$ cat src/rtl/mem_arbiter_pkg.sv
// mem_arbiter_pkg: shared encodings and helpers for the memory arbiter
package mem_arbiter_pkg;
  typedef enum logic [1:0] {
    ARB_IDLE   = 2'b00,
    ARB_GNT_IF = 2'b01,
    ARB_GNT_LS = 2'b10
  } arb_state_e;
  localparam logic [1:0] GRANT_NONE = 2'b00;
  localparam logic [1:0] GRANT_IF   = 2'b01;
  localparam logic [1:0] GRANT_LS   = 2'b10;
  localparam int ARB_RR      = 0;
  localparam int ARB_LS_PRIO = 1;
  function automatic int cnt_width(input int t);
    return t > 0 ? $clog2(t + 1) : 1;
  endfunction
endpackage

$ cat src/rtl/arb_watchdog.sv
// arb_watchdog: saturating stall counter that flags an abort for an unacknowledged grant
module arb_watchdog
  import mem_arbiter_pkg::*;
#(
  parameter int TIMEOUT_CYCLES = 255
) (
  input  logic clk,
  input  logic rst_n,
  input  logic busy,
  input  logic ready,
  output logic abort
);
  localparam int CW = cnt_width(TIMEOUT_CYCLES);
  localparam logic [CW-1:0] TMAX = CW'(TIMEOUT_CYCLES);
  logic [CW-1:0] cnt;
  always_ff @(posedge clk) begin
    if (!rst_n) cnt <= '0;
    else if (!busy || ready || abort) cnt <= '0;
    else if (cnt != TMAX) cnt <= cnt + CW'(1);
  end
  assign abort = (TIMEOUT_CYCLES > 0) && busy && !ready && (cnt == TMAX);
endmodule

$ cat src/rtl/mem_arbiter.sv
// mem_arbiter: shares one memory port between fetch and LSU with fixed-priority or round-robin grants
module mem_arbiter
  import mem_arbiter_pkg::*;
#(
  parameter int ADDR_WIDTH     = 32,
  parameter int DATA_WIDTH     = 32,
  parameter int ARB_MODE       = 0,
  parameter int TIMEOUT_CYCLES = 255
) (
  input  logic                    clk,
  input  logic                    rst_n,
  input  logic                    if_valid_i,
  output logic                    if_ready_o,
  input  logic [ADDR_WIDTH-1:0]   if_addr_i,
  input  logic [DATA_WIDTH-1:0]   if_wdata_i,
  input  logic [DATA_WIDTH/8-1:0] if_we_i,
  output logic [DATA_WIDTH-1:0]   if_rdata_o,
  output logic                    if_err_o,
  input  logic                    ls_valid_i,
  output logic                    ls_ready_o,
  input  logic [ADDR_WIDTH-1:0]   ls_addr_i,
  input  logic [DATA_WIDTH-1:0]   ls_wdata_i,
  input  logic [DATA_WIDTH/8-1:0] ls_we_i,
  output logic [DATA_WIDTH-1:0]   ls_rdata_o,
  output logic                    ls_err_o,
  output logic                    mem_valid_o,
  input  logic                    mem_ready_i,
  output logic [ADDR_WIDTH-1:0]   mem_addr_o,
  output logic [DATA_WIDTH-1:0]   mem_wdata_o,
  output logic [DATA_WIDTH/8-1:0] mem_we_o,
  input  logic [DATA_WIDTH-1:0]   mem_rdata_i,
  output logic [1:0]              grant_o
);
  arb_state_e state_q, state_d, idle_d, other_d;
  logic last_ls_q, last_ls_d;
  logic gif, gls, sel_valid, abort, done, tie_ls;
  assign gif       = state_q == ARB_GNT_IF;
  assign gls       = state_q == ARB_GNT_LS;
  assign sel_valid = (gif && if_valid_i) || (gls && ls_valid_i);
  assign done      = sel_valid && (mem_ready_i || abort);
  arb_watchdog #(.TIMEOUT_CYCLES(TIMEOUT_CYCLES)) u_wdg (
    .clk  (clk),
    .rst_n(rst_n),
    .busy (sel_valid),
    .ready(mem_ready_i),
    .abort(abort)
  );
  always_ff @(posedge clk) begin
    if (!rst_n) begin
      state_q   <= ARB_IDLE;
      last_ls_q <= 1'b1;
    end else begin
      state_q   <= state_d;
      last_ls_q <= last_ls_d;
    end
  end
  // Round-robin favours whoever was not served last; the completer is never re-granted directly
  always_comb begin
    tie_ls    = (ARB_MODE == ARB_LS_PRIO) || !last_ls_q;
    idle_d    = (ls_valid_i && (!if_valid_i || tie_ls)) ? ARB_GNT_LS :
                if_valid_i ? ARB_GNT_IF : ARB_IDLE;
    other_d   = gif ? (ls_valid_i ? ARB_GNT_LS : ARB_IDLE) :
                      (if_valid_i ? ARB_GNT_IF : ARB_IDLE);
    state_d   = (state_q == ARB_IDLE) ? idle_d :
                !sel_valid ? ARB_IDLE :
                done ? other_d : state_q;
    last_ls_d = done ? gls : last_ls_q;
  end
  assign mem_valid_o = sel_valid && !abort;
  assign mem_addr_o  = gls ? ls_addr_i  : gif ? if_addr_i  : '0;
  assign mem_wdata_o = gls ? ls_wdata_i : gif ? if_wdata_i : '0;
  assign mem_we_o    = gls ? ls_we_i    : gif ? if_we_i    : '0;
  assign if_ready_o  = gif && if_valid_i && (mem_ready_i || abort);
  assign ls_ready_o  = gls && ls_valid_i && (mem_ready_i || abort);
  assign if_err_o    = gif && abort;
  assign ls_err_o    = gls && abort;
  assign if_rdata_o  = mem_rdata_i;
  assign ls_rdata_o  = mem_rdata_i;
  assign grant_o     = state_q;
endmodule

$ cat config.mk
export PLATFORM = sky130hd
export DESIGN_NAME = mem_arbiter
export DESIGN_NICKNAME = d
export VERILOG_FILES = /design/src/rtl/mem_arbiter_pkg.sv /design/src/rtl/arb_watchdog.sv /design/src/rtl/mem_arbiter.sv
export SDC_FILE = /design/constraint.sdc
export NUM_CORES = 1
export LEC_CHECK = 0
export CAP_MARGIN = 20
export CORE_AREA = 2 2 122 124
export CTS_CLUSTER_DIAMETER = 50
export DETAILED_ROUTE_END_ITERATION = 12
export DIE_AREA = 0 0 124 126
export PLACE_DENSITY = 0.54
export SLEW_MARGIN = 25
export SYNTH_ARGS = -nofsm -noshare
export SYNTH_HDL_FRONTEND = slang
export SYNTH_SLANG_ARGS = --single-unit
export TNS_END_PERCENT = 5
$ cat constraint.sdc
create_clock -name clk -period 1.6 [get_ports clk]
set_input_delay 0.32 -clock clk [delete_from_list [all_inputs] [get_ports clk]]
set_output_delay 0.32 -clock clk [all_outputs]
set_load 0.02 [all_outputs]
# == Word level (Yosys, flattened, before mapping) ==
# Index checks and enable logic that the tools add are counted.
# totals
reg_bits,11
in_bits,173
output_inout_bits,139
wordCells,46
# classes
add_sub_neg,1
n_eq_ne,5
mux,13
n_bitwise,1
n_reduce_logical,23
# op_table
op,n
32-bit two-way mux,4
2-bit two-way mux,6
1-bit logical AND,11
8-bit by 1-bit adder with 8-bit output (second input constant),1
8-bit equality test (second input constant),1
4-bit two-way mux,2
8-bit inequality test (second input constant),1
1-bit logical NOT,5
1-bit logical OR,5
3-bit by 1-bit inequality test with 1-bit output (second input constant),1
2-bit by 1-bit equality test with 1-bit output (second input constant),1
2-bit equality test (second input constant),1
2-bit logical NOT,1
2-bit OR reduction,1
1-bit two-way mux,1
1-bit NOT,1

# == Logic depth before layout (Yosys ltp) ==
# logic_depth
depth_word,10
mapped_depth,6

# == Cells and area by module ==
# Synthesis repeated with hierarchy kept, for this count alone.
# hier_totals
cells_unflattened,218
area_unflattened_um2,1814.2
# modules_own_cells
module,n_inst,cells_per_inst,area_each_um2,seq_area_each_um2
mem_arbiter,1,177,1456.4,60.1
arb_watchdog,1,41,357.8,160.2

# == Worst setup path after synthesis ==
# Ideal clock, no wire load.
# synth_path
path_type,register -> output
startpoint,register u_wdg.cnt[0]
endpoint,output port ls_err_o
arrival_time_ns,1.630
slack_ns,-0.350
stages_incl_launch_ff,7
path_cell_list,dfxtp_1 ha_1 and4_1 buf_2 nand2_1 or3_4 nor3b_2
# synth_via
elab_chain_len,3
# synth_rtl
item,line,text
"start, declared",arb_watchdog.sv:15,logic [CW-1:0] cnt;
"start signal, assigned",arb_watchdog.sv:19,else if (cnt != TMAX) cnt <= cnt + CW'(1);
8-bit equality test,arb_watchdog.sv:21,assign abort = (TIMEOUT_CYCLES > 0) && busy && !ready && (cnt == TMAX);
1-bit logical AND,arb_watchdog.sv:21,
1-bit logical AND,mem_arbiter.sv:76,assign ls_err_o = gls && abort;
"end, declared",mem_arbiter.sv:25,"output logic ls_err_o,"
# Every way passes these cells.

# == Worst setup path after layout ==
# Ends and elaborated chain as after synthesis.

==> results.cfg <==
[status]
outcome = complete, but fails checks
violations = setup timing

[timing]
fin_crit_ps = 2035
rsz0062_at_grt = yes
setup_viol = 73
hold_slack_ps = 525.2
tightest_slew_ps = 375.7
slew_viol_final = 0
max_freq_ghz = 0.4914
hold_violations = 0
slew_headroom = 0.7431
tns_ps = -20980
setup_slack_ps = -435.2
min_period_over_period = 1.272
fin_worst_skew_ps = 1.251

[clocking]
cts_root_buf = clkbuf_16
cts_max_path_buffers = 2
cts_tree = done
clock_latency_ps = 240
cts_buffers = 3
htreeDepth = 1
cts_hold_buf = 0
path_clk_slew_ps = 40
numClockSinks = 11

[place]
gp_congestion = 0.7349
pre_cts_ws_ps = -1023
dpl.hpwl_mm = 8.076
place_inst = 559
portBuffers = 215

[yosys]
postSynthAreaPerCell_um2 = 8.173
syn_area_um2 = 1765
synth_cells = 216
synthFlopType = dfxtp_1
ys_seq_area_frac = 0.1247
yosys.area.top_type_share = 0.3373
synth_area_leader_cell = a22o_1
synth_enable_flop_cells = 0
ys_ff_latch = 11
ys.warnings.count = 0
synth_area_leaders = a22o_1 (34%), buf_4 (28%), dfxtp_1 (12%)
synthArstFlopShare = 0
synth.distinct_cells = 33
syn_nets = 390

[power_and_ir_drop]
ir_drop_uv = 429.8
finalPower_w = 0.002059
power_density_nw_per_um2 = 484.6
p_leak_nw = 1.780

[worst_setup_path]
critical_path_class = reg2out
crit_fanout = 2
startpoint_type = flop
cp-end-kind = primary output
worstPathRequired_ps = 1280
crit_arrival_ps = 1720

[global_route]
grt_max_degree = 40
grt_pass1_vias = 2374
grt-ovfl-total = 0
globalRouteMet1Util = 0.1028
grt_use_met3 = 0.04801
antenna_found_initial = 0
grt-busiest-layer = met2
grt_use_total = 0.1052
grtUsageMet2 = 0.1994
grt_first_pass_wirelength_mm = 12.39

[cells_and_area]
area_growth_pct = 140.6
fin_cells = 574
layout-drive-gt1-share = 0.3615
nNetsFinal = 565
nFillCells = 1511
diodes = 0

[floorplanning]
core_area_um2 = 14310
start_util = 0.1233
die_width_um = 124
rows = 44
die-height_um = 126
dieArea_um2 = 15620
ios = 312

[route]
ant_nets = 0
drt-total-wl_mm = 9.751
dr.first_iter.drc_count = 20
vias_per_cell = 4.070
drc = 0
vias = 2336
wl_per_cell_um = 16.99
drt-pass1-iter-count = 4

[flow_run]
cap_violations = 0

[hold_path]
hold_path_class = reg2reg
-- metrics by stage --
step | utilization | instance area [µm²]
floorplan | - | 1823
global placement | 0.2705 | 3871
detailed placement | 0.2705 | 3871
CTS | 0.2842 | 4068
global route | 0.2968 | 4248
finish | 0.2968 | 4248
-- critical path, stage by stage (launching register included) --
cell and delay, ps:
dfxtp_2 350, ha_4 130, and4_4 220, nand2_4 50
or3_4 400, nor3b_4 190, buf_6 140
-- cell type report --
cell class,instances,area [µm²],share of cell area
well taps,184,230.2,0.05420
clock buffers,3,75.07,0.01767
repair buffers,250,2571,0.6053
multi-input cells,120,1115,0.2624
inverters,5,21.27,0.005007
clock inverters,1,5.005,0.001178
flip-flops and latches,11,230.2,0.05420
-- layer usage --
metal | wire length [µm] | up-vias
met5 | 0 | -
met4 | 97 | 0
met3 | 1522 | 8
met2 | 4693 | 196
met1 | 3438 | 1041
li1 | - | 1091
-- cell usage after synthesis, types with 2 or more instances --
cell	number
a21oi_1	3
a22o_1	68
a31oi_1	2
and3_1	2
buf_2	7
buf_4	65
clkbuf_1	8
dfxtp_1	11
inv_1	4
nand2_1	5
nand3_1	3
nand3b_4	2
nor2_1	9
nor2b_1	3
nor3_2	2
or3_4	2
xnor2_1	2
xor2_1	3
-- where the power goes --
group | internal [W] | switching (W)
sequential | 0.000281 | 0.00000882
clock | 0.000331 | 0.000128
combinational | 0.000775 | 0.000535
-- state kept, by name (all words and copies together) (netlist names) --
register / count
last_ls_q: 1
grant_o: 2
u_wdg.cnt: 8
-- worst paths after layout --
kind / start / to / slack, ps / depth (start not counted)
worst max-delay path: u_wdg.cnt[0] / ls_err_o / -440 / 6
worst min-delay path: last_ls_q / last_ls_q / 530 / 2
worst max register to register: u_wdg.cnt[0] / grant_o[1] / 120 / 6
worst min register to register: last_ls_q / last_ls_q / 530 / 2
-- timing repair --
item | in CTS | in global routing
gates cloned | 0 | 2
endpoints found under the hold margin | 0 | 0
buffers inserted | 2 | 7
resized for setup | 374 | 13
pin swaps | 52 | 17
endpoints found under the setup margin | 77 | 74
-- cells by family after synthesis --
kind of cell | count (synthesis) | share of synthesized area
flops | 11 | 0.1247
mux | 1 | 0.005670
fa+ha+maj | 1 | 0.007086
simple gates | 33 | 0.1276
buf+inv | 85 | 0.3239
xor+xnor | 5 | 0.02481
compound gates | 80 | 0.3862
-- placed cells by master, fill, tap and decap left out, types with 2 or more instances in the layout --
master,n
nor2b_1,2
dlygate4sd2_1,4
nand2_1,4
dfxtp_1,7
inv_1,4
nand3b_4,2
a22o_4,7
buf_6,57
clkbuf_16,5
buf_4,34
a22o_1,61
clkdlybuf4s15_2,10
buf_12,4
and3_1,2
dfxtp_2,2
nand3_1,3
xnor2_1,2
nor2_1,9
clkdlybuf4s50_1,138
xor2_1,3
or3_4,2
dfxtp_4,2
Power figures use the tool's default switching activity.
